## src/rtl/pending_encoder.sv

```systemverilog
`default_nettype none
// ============================================================================
// Module  : pending_encoder
// Brief   : Sticky-pending 8-to-4 encoder emitting decoder-format codes over valid/ready.
// Revision: 1.0
// ============================================================================
module pending_encoder #(
    parameter bit ROUND_ROBIN = 1'b1
) (
    input  logic       clk,
    input  logic       rst,
    input  logic [7:0] req,
    input  logic       out_ready,
    output logic       out_valid,
    output logic [3:0] code,
    output logic [7:0] pending
);

    typedef enum logic [0:0] {
        IDLE = 1'b0,
        SEND = 1'b1
    } state_t;

    state_t     state;
    state_t     state_nxt;
    logic [3:0] code_nxt;
    logic [2:0] ptr;
    logic [2:0] ptr_nxt;
    logic       acc;
    logic [7:0] smask;
    logic [7:0] cand;
    logic [2:0] sel;
    logic [2:0] idx;
    logic       found;

    assign out_valid = (state == SEND);

    // The served bit drops on accept, but a same-cycle request re-arms it.
    always_comb begin
        acc     = out_valid & out_ready;
        smask   = acc ? (8'b0000_0001 << code[2:0]) : 8'h00;
        cand    = (pending & ~smask) | req;
        ptr_nxt = acc ? (code[2:0] + 3'd1) : ptr;
    end

    // Search uses the post-accept pointer so the just-served index ranks last.
    always_comb begin
        sel   = 3'd0;
        idx   = 3'd0;
        found = 1'b0;
        for (int k = 0; k < 8; k++) begin
            idx = ROUND_ROBIN ? (ptr_nxt + k[2:0]) : k[2:0];
            if (!found && cand[idx]) begin
                sel   = idx;
                found = 1'b1;
            end
        end
    end

    always_comb begin
        state_nxt = state;
        code_nxt  = code;
        case (state)
            IDLE: begin
                if (cand != 8'h00) begin
                    state_nxt = SEND;
                    code_nxt  = {1'b1, sel};
                end
            end
            SEND: begin
                if (out_ready) begin
                    if (cand != 8'h00) begin
                        code_nxt = {1'b1, sel};
                    end else begin
                        state_nxt = IDLE;
                        code_nxt  = 4'b0000;
                    end
                end
            end
            default: begin
                state_nxt = IDLE;
                code_nxt  = 4'b0000;
            end
        endcase
    end

    always_ff @(posedge clk) begin
        if (rst) begin
            state   <= IDLE;
            code    <= 4'b0000;
            pending <= 8'h00;
            ptr     <= 3'd0;
        end else begin
            state   <= state_nxt;
            code    <= code_nxt;
            pending <= cand;
            ptr     <= ptr_nxt;
        end
    end

endmodule
`default_nettype wire

```

## config.mk

```make
export PLATFORM = sky130hd
export DESIGN_NAME = pending_encoder
export DESIGN_NICKNAME = d
export VERILOG_FILES = /design/src/rtl/pending_encoder.sv
export SDC_FILE = /design/constraint.sdc
export NUM_CORES = 1
export LEC_CHECK = 0
export ABC_AREA = 1
export ABC_CLOCK_PERIOD_IN_PS = 4700
export CAP_MARGIN = 15
export CORE_AREA = 5 5 60 62
export CTS_CLUSTER_DIAMETER = 120
export DETAILED_ROUTE_END_ITERATION = 10
export DIE_AREA = 0 0 65 67
export HOLD_SLACK_MARGIN = 0.12
export PLACE_DENSITY = 0.78
export SLEW_MARGIN = 30
export SYNTH_ARGS = -nofsm -noshare
export SYNTH_HDL_FRONTEND = slang
export SYNTH_SLANG_ARGS = --single-unit
export TNS_END_PERCENT = 50
```

## constraint.sdc

```tcl
create_clock -name clk -period 4.7 [get_ports clk]
set_clock_uncertainty 0.05 [all_clocks]
set_input_delay 1.41 -clock clk [delete_from_list [all_inputs] [get_ports clk]]
set_output_delay 1.41 -clock clk [all_outputs]
set_load 0.02 [all_outputs]
```

# Word level (Yosys, flattened, before mapping)
# Cells that the tools add are included.
[totals]
regBits = 16
latch_bits = 0
ram_bits = 0
rom_bits = 0
elab_cells = 84
memories = 0
[classes]
addsub = 8
n_mul = 0
n_div = 0
n_lt_le_gt_ge = 8
n_eq_ne = 2
n_shift = 1
muxes = 40
bitwise_logic = 5
reduce_logical = 16
[ops]
columns = ["operator", "n"]
rows = [
  ["$lt 3x4->1 const B", 8],
  ["$mux 3", 9],
  ["$bmux 1 s3", 8],
  ["$mux 1", 17],
  ["$add 3x3->3 const B", 4],
  ["$mux 4", 3],
  ["$and 8x8->8", 1],
  ["$mux 8", 1],
  ["$not 8->8", 1],
  ["$or 8x8->8", 1],
  ["$pmux 4 s2", 1],
  ["$reduce_bool 8->1", 1],
  ["$shl 1x3->8 const A", 1],
  ["$logic_and 1x1->1", 7],
  ["$logic_not 1->1", 7],
  ["$add 3x1->3 const B", 2],
  ["$add 3x2->3 const B", 2],
  ["$ne 2x2->1 const B", 2],
  ["$pmux 1 s2", 1],
  ["$reduce_and 2->1", 1],
  ["$and 1x1->1", 1],
  ["$not 1->1", 1],
]

# Logic depth before layout (Yosys ltp)
[depth]
word_depth = 32
mapped_depth = 20
depth_no_buf = 20

# Least setup slack after synthesis
# Ideal clock, no wire load.
[synth_timing]
path_kind = "input -> register"
from = "in out_ready"
to = "reg code[2]"
setup_ns = 0.116
t_arrival_ns = 3.251
t_required_ns = 4.534
path_slack_ns = 1.283
stages = 17
cell_sequence = "nand2_2 -> buf_6 -> o21ai_2 -> inv_1 -> ha_1 -> xnor2_2 -> inv_2 -> nand2_1 -> nand2_2 -> inv_2 -> nand4_4 -> nor2_4 -> nand3_2 -> o21ai_1 -> inv_1 -> nand2_1 -> a21oi_1"
[synth_via]
word_cells_on_any_way = 66
[synth_rtl]
columns = ["item", "line", "text"]
rows = [
  ["from (decl)", "13", "input logic out_ready,"],
  ["$and 1x1->1 (*)", "40", "acc = out_valid & out_ready;"],
  ["$mux 3 (*)", "43", "ptr_nxt = acc ? (code[2:0] + 3'd1) : ptr;"],
  ["via ptr_nxt[1]", "28", "logic [2:0] ptr_nxt;"],
  ["parallel branches: the longest is 23 deep, another holds $add 3x1->3", "n/a", ""],
  ["$mux 3 (*)", "53", "if (!found && cand[idx]) begin"],
  ["$mux 4", "72", "if (cand != 8'h00) begin"],
  ["$mux 4", "71", "if (out_ready) begin"],
  ["$pmux 4 s2 (*)", "63", "case (state)"],
  ["to (signal assigned)", "95", "code <= code_nxt;"],
  ["to (decl)", "15", "output logic [3:0] code,"],
]
# Mark *: on every way through the listed nets, which the timed path passes. The select of a mux whose other input is x is not followed.
# A chain may end at the register's enable or synchronous reset.

# Worst setup path after layout
[layout_timing]
from = "in out_ready"
to = "reg code[2]"
[layout_via]
elab_chain_cells = 32
word_cells_on_any_way = 66
[layout_rtl]
columns = ["item", "line", "text"]
rows = [
  ["$and 1x1->1", "40", ""],
  ["$mux 8", "41", "smask = acc ? (8'b0000_0001 << code[2:0]) : 8'h00;"],
  ["$not 8->8", "42", "cand = (pending & ~smask) | req;"],
  ["$and 8x8->8", "42", ""],
  ["$or 8x8->8", "42", ""],
  ["$bmux 1 s3", "53", ""],
  ["$mux 1 (implied by the code)", "53", ""],
  ["$mux 1", "53", ""],
  ["[... 16 more ...]", "n/a", ""],
  ["$logic_and 1x1->1", "53", ""],
  ["$mux 1", "53", ""],
  ["$logic_not 1->1", "53", ""],
  ["$logic_and 1x1->1", "53", ""],
  ["$mux 3", "53", ""],
  ["$mux 4", "72", ""],
  ["$mux 4", "71", ""],
  ["$pmux 4 s2", "63", ""],
]
# Several ways; a longest one is shown, not always the timed one. The select of a mux whose other input is x is not followed.

==> results_dict.tcl <==
set metrics [dict create \
    outcome "completed" \
    placedInstanceArea_um2 1820 \
    cts.repair.resized 0 \
    slew_violations 0 \
    grt_max_degree 17 \
    first_global_vias 1470 \
    vias_per_cell 5.44 \
    antennaDiodeCount 0 \
    timing_hold_violations_final 0 \
    power.density_cell_area_nw_per_um2 340 \
    clock-sinks 16 \
    ys_ff_latch 16 \
    postRouteAntennaNets 0 \
    cts_hold_repair.buffers 0 \
    preCtsSetupSlack_ps 367 \
    syn_area_um2 1550 \
    core-area_um2 2980 \
    rows 20 \
    worst_setup_path_type "primary input to flip-flop" \
    htree_num_levels 1 \
    synth_cells 243 \
    cts_tree "built" \
    wl_per_cell_um 13.3 \
    report.power.total_w 0.000627 \
    fp.dieArea_um2 4360 \
    period_share_pct 86.2 \
    critPathMostFrequentCell "sky130_fd_sc_hd__nand2_1" \
    timing.hold.worst.start "code[3]" \
    cp.required_ps 4860 \
    clkLatencyLatePin_ps 300 \
    post_cts.repair.setup_buffers 0 \
    fillCellCount 300 \
    max_fclk_mhz 247 \
    drc_errors 0 \
    global_route_wire_length_before_repair_um 6710 \
    crit_path_cell_trace "clkdlybuf4s50_1 > nand2_2 > nand2_2 > o21ai_2 > buf_4 > ha_1 > inv_1 > nand3_1 > nand2_1 > nand2_1 > nand2_2 > inv_2 > nand2_1 > nor2_2 > nand3_1 > nor2_1 > nor2_1 > nand3_1 > nand2_1 > a21oi_1" \
    number_of_endpoints_failing_setup_at_the_final_stage 0 \
    drtPass1Iterations 4 \
    num_io_pins 24 \
    final_core_area_utilization_pct 62.0 \
    syn-num-nets 263 \
    critical-path-max-stage-delay_ps 580 \
    dr_total_vias 1647 \
    wirelength_um 4030 \
    cp_max_fo 12 \
    critical_path.startpoint "out_ready" \
    final_cell_area_um2 1850 \
    crit_path_end_kind "flip-flop" \
    share_of_post_route_cells_with_drive_strength_above_1_pct 13.7 \
    globalplace.congestion 0.947 \
    track_usage_pct 20.2 \
    yosysWarningCount 0 \
    finish.net_count 292 \
    syn-mean-instance-area_um2 6.36 \
    share_of_yosys_cell_area_claimed_by_the_top_area_cell_type_pct 20.7 \
    grt_overflow_total 0 \
    cp.arrival_ps 4210 \
    clockRootBuffer "sky130_fd_sc_hd__clkbuf_4" \
    worst_slew_pin_slew_ps 619 \
    slew-limit-headroom_pct 58.6 \
    maxCapViolations 0 \
    critical_path.slowest_cell "sky130_fd_sc_hd__clkdlybuf4s50_1" \
    synth.top_cells.by_area "sky130_fd_sc_hd__dfxtp_1, sky130_fd_sc_hd__nand3_1, sky130_fd_sc_hd__nand2_1" \
    die_w_um 65 \
    synthToLayoutAreaGrowth_pct 19.4 \
    number_of_antenna_violations_at_the_first_check_in_global_routing 0 \
    power.ir.vdd_worst_uv 174 \
    io_buffer_count 23 \
    setup_total_negative_slack_ps 0 \
    final_critical_path_setup_slack_ps 650 \
    worst_r2r_startpoint "code[0]" \
    rsz0062_at_grt "no" \
    hpwl_um 3330 \
    p_leak_nw 0.873 \
    numCtsBuffers 3 \
    startpoint_type "primary input" \
    clock_tree.buffer_depth 2 \
    min_path_type "flip-flop to flip-flop" \
    sequential_fraction_of_the_synthesis_area_pct 20.7 \
    cell_variety_after_synth 31 \
    clkSlewWorstSetupHoldPaths_ps 90 \
    post-synth-top-area-cell "sky130_fd_sc_hd__dfxtp_1" \
    dr.first_iter.drc_count 100 \
    initial_utilization_pct 51.9 \
    floorplan.die.height_um 67 \
    final_period_minus_worst_setup_slack_ps 4050 \
]
## Yosys cell counts
cell type / n
sky130_fd_sc_hd__a21oi_2: 1
sky130_fd_sc_hd__o21ai_0: 2
sky130_fd_sc_hd__nor4_1: 1
sky130_fd_sc_hd__xnor2_2: 2
sky130_fd_sc_hd__nand2_2: 7
sky130_fd_sc_hd__clkbuf_1: 1
sky130_fd_sc_hd__nand2_4: 1
sky130_fd_sc_hd__nor2_1: 24
sky130_fd_sc_hd__a21oi_1: 8
sky130_fd_sc_hd__buf_2: 1
sky130_fd_sc_hd__nor2_2: 2
sky130_fd_sc_hd__ha_1: 9
sky130_fd_sc_hd__nand3_1: 56
sky130_fd_sc_hd__o21ai_4: 1
sky130_fd_sc_hd__o21bai_1: 1
sky130_fd_sc_hd__inv_2: 6
sky130_fd_sc_hd__o21ai_2: 3
sky130_fd_sc_hd__buf_6: 2
sky130_fd_sc_hd__o21ai_1: 5
sky130_fd_sc_hd__nand4_4: 1
sky130_fd_sc_hd__dfxtp_1: 16
sky130_fd_sc_hd__nor2_4: 1
sky130_fd_sc_hd__inv_1: 32
sky130_fd_sc_hd__nor3_2: 1
sky130_fd_sc_hd__xor2_2: 1
sky130_fd_sc_hd__nand4_1: 7
sky130_fd_sc_hd__nand2_1: 45
sky130_fd_sc_hd__nand3_2: 1
sky130_fd_sc_hd__and2_1: 3
sky130_fd_sc_hd__a31oi_4: 1
sky130_fd_sc_hd__a31oi_1: 1
## report_power, final
group | internal, W | switching [W]
logic | 0.000138 | 0.000248
clock network | 0.0000299 | 0.0000420
registers | 0.000150 | 0.0000182
total | 0.000319 | 0.000309
## path summary, 6_finish.rpt
kind | to | slack, ps | depth (start not counted)
max | code[2] | 650 | 20
min | code[3] | 450 | 2
max reg2reg | code[2] | 1740 | 19
min reg2reg | code[3] | 450 | 2
## registers in the layout, indices dropped and copies added, names as in the netlist
name	cells
code	4
ptr	3
out_valid	1
pending	8
## stage by stage
step	hold WS [ps]	cells
after global routing	476	303
after detailed placement	430	300
after CTS	451	303
after floorplan	524	243
final	449	303
after global placement	434	300
## layout make-up
class                           instances  area [um^2]  share of cell area (%)
Clock buffer                            3         22.5                    1.22
Inverter                               38          143                    7.73
Multi-Input combinational cell        185         1050                    56.9
Sequential cell                        16          320                    17.4
Tap cell                               33         41.3                    2.24
Timing Repair Buffer                   28          268                    14.5
## metal layers
| layer | global-route usage (%) | part of all wire [%] | up-vias |
|---|---|---|---|
| met4 | 11.3 | 3.7 | 0 |
| met1 | 26.3 | 47 | 703 |
| met2 | 32.1 | 43 | 71 |
| met5 | 0 | 0 | - |
| met3 | 2.36 | 6.3 | 14 |
| li1 | - | - | 859 |
## cell usage in the layout (no fill, tap or decap), types with 5 or more instances in the layout
cell type and n:
sky130_fd_sc_hd__inv_2 6, sky130_fd_sc_hd__nand2_1 45, sky130_fd_sc_hd__inv_1 32, sky130_fd_sc_hd__clkdlybuf4s50_1 23, sky130_fd_sc_hd__ha_1 9, sky130_fd_sc_hd__dfxtp_1 16
sky130_fd_sc_hd__buf_4 5, sky130_fd_sc_hd__a21oi_1 8, sky130_fd_sc_hd__nor2_1 24, sky130_fd_sc_hd__nand3_1 56, sky130_fd_sc_hd__nand4_1 7, sky130_fd_sc_hd__nand2_2 7
sky130_fd_sc_hd__o21ai_1 5
## critical path, delay by kind of cell
family | cells | cell delay, ps
AND/OR/NAND/NOR | 13 | 1310
buffers and inverters | 4 | 970
adder cells (fa/ha/maj) | 1 | 360
AO/OA/AOI/OAI | 2 | 160
## logic make-up after synthesis
family,Yosys count,share of synthesized area (%)
buf+inv,42,11.3
simple gates,150,47.1
xor+xnor,3,3.16
fa+ha+maj,9,7.29
compound gates,23,10.4
flops,16,20.7
(Power assumes the default switching activity.)
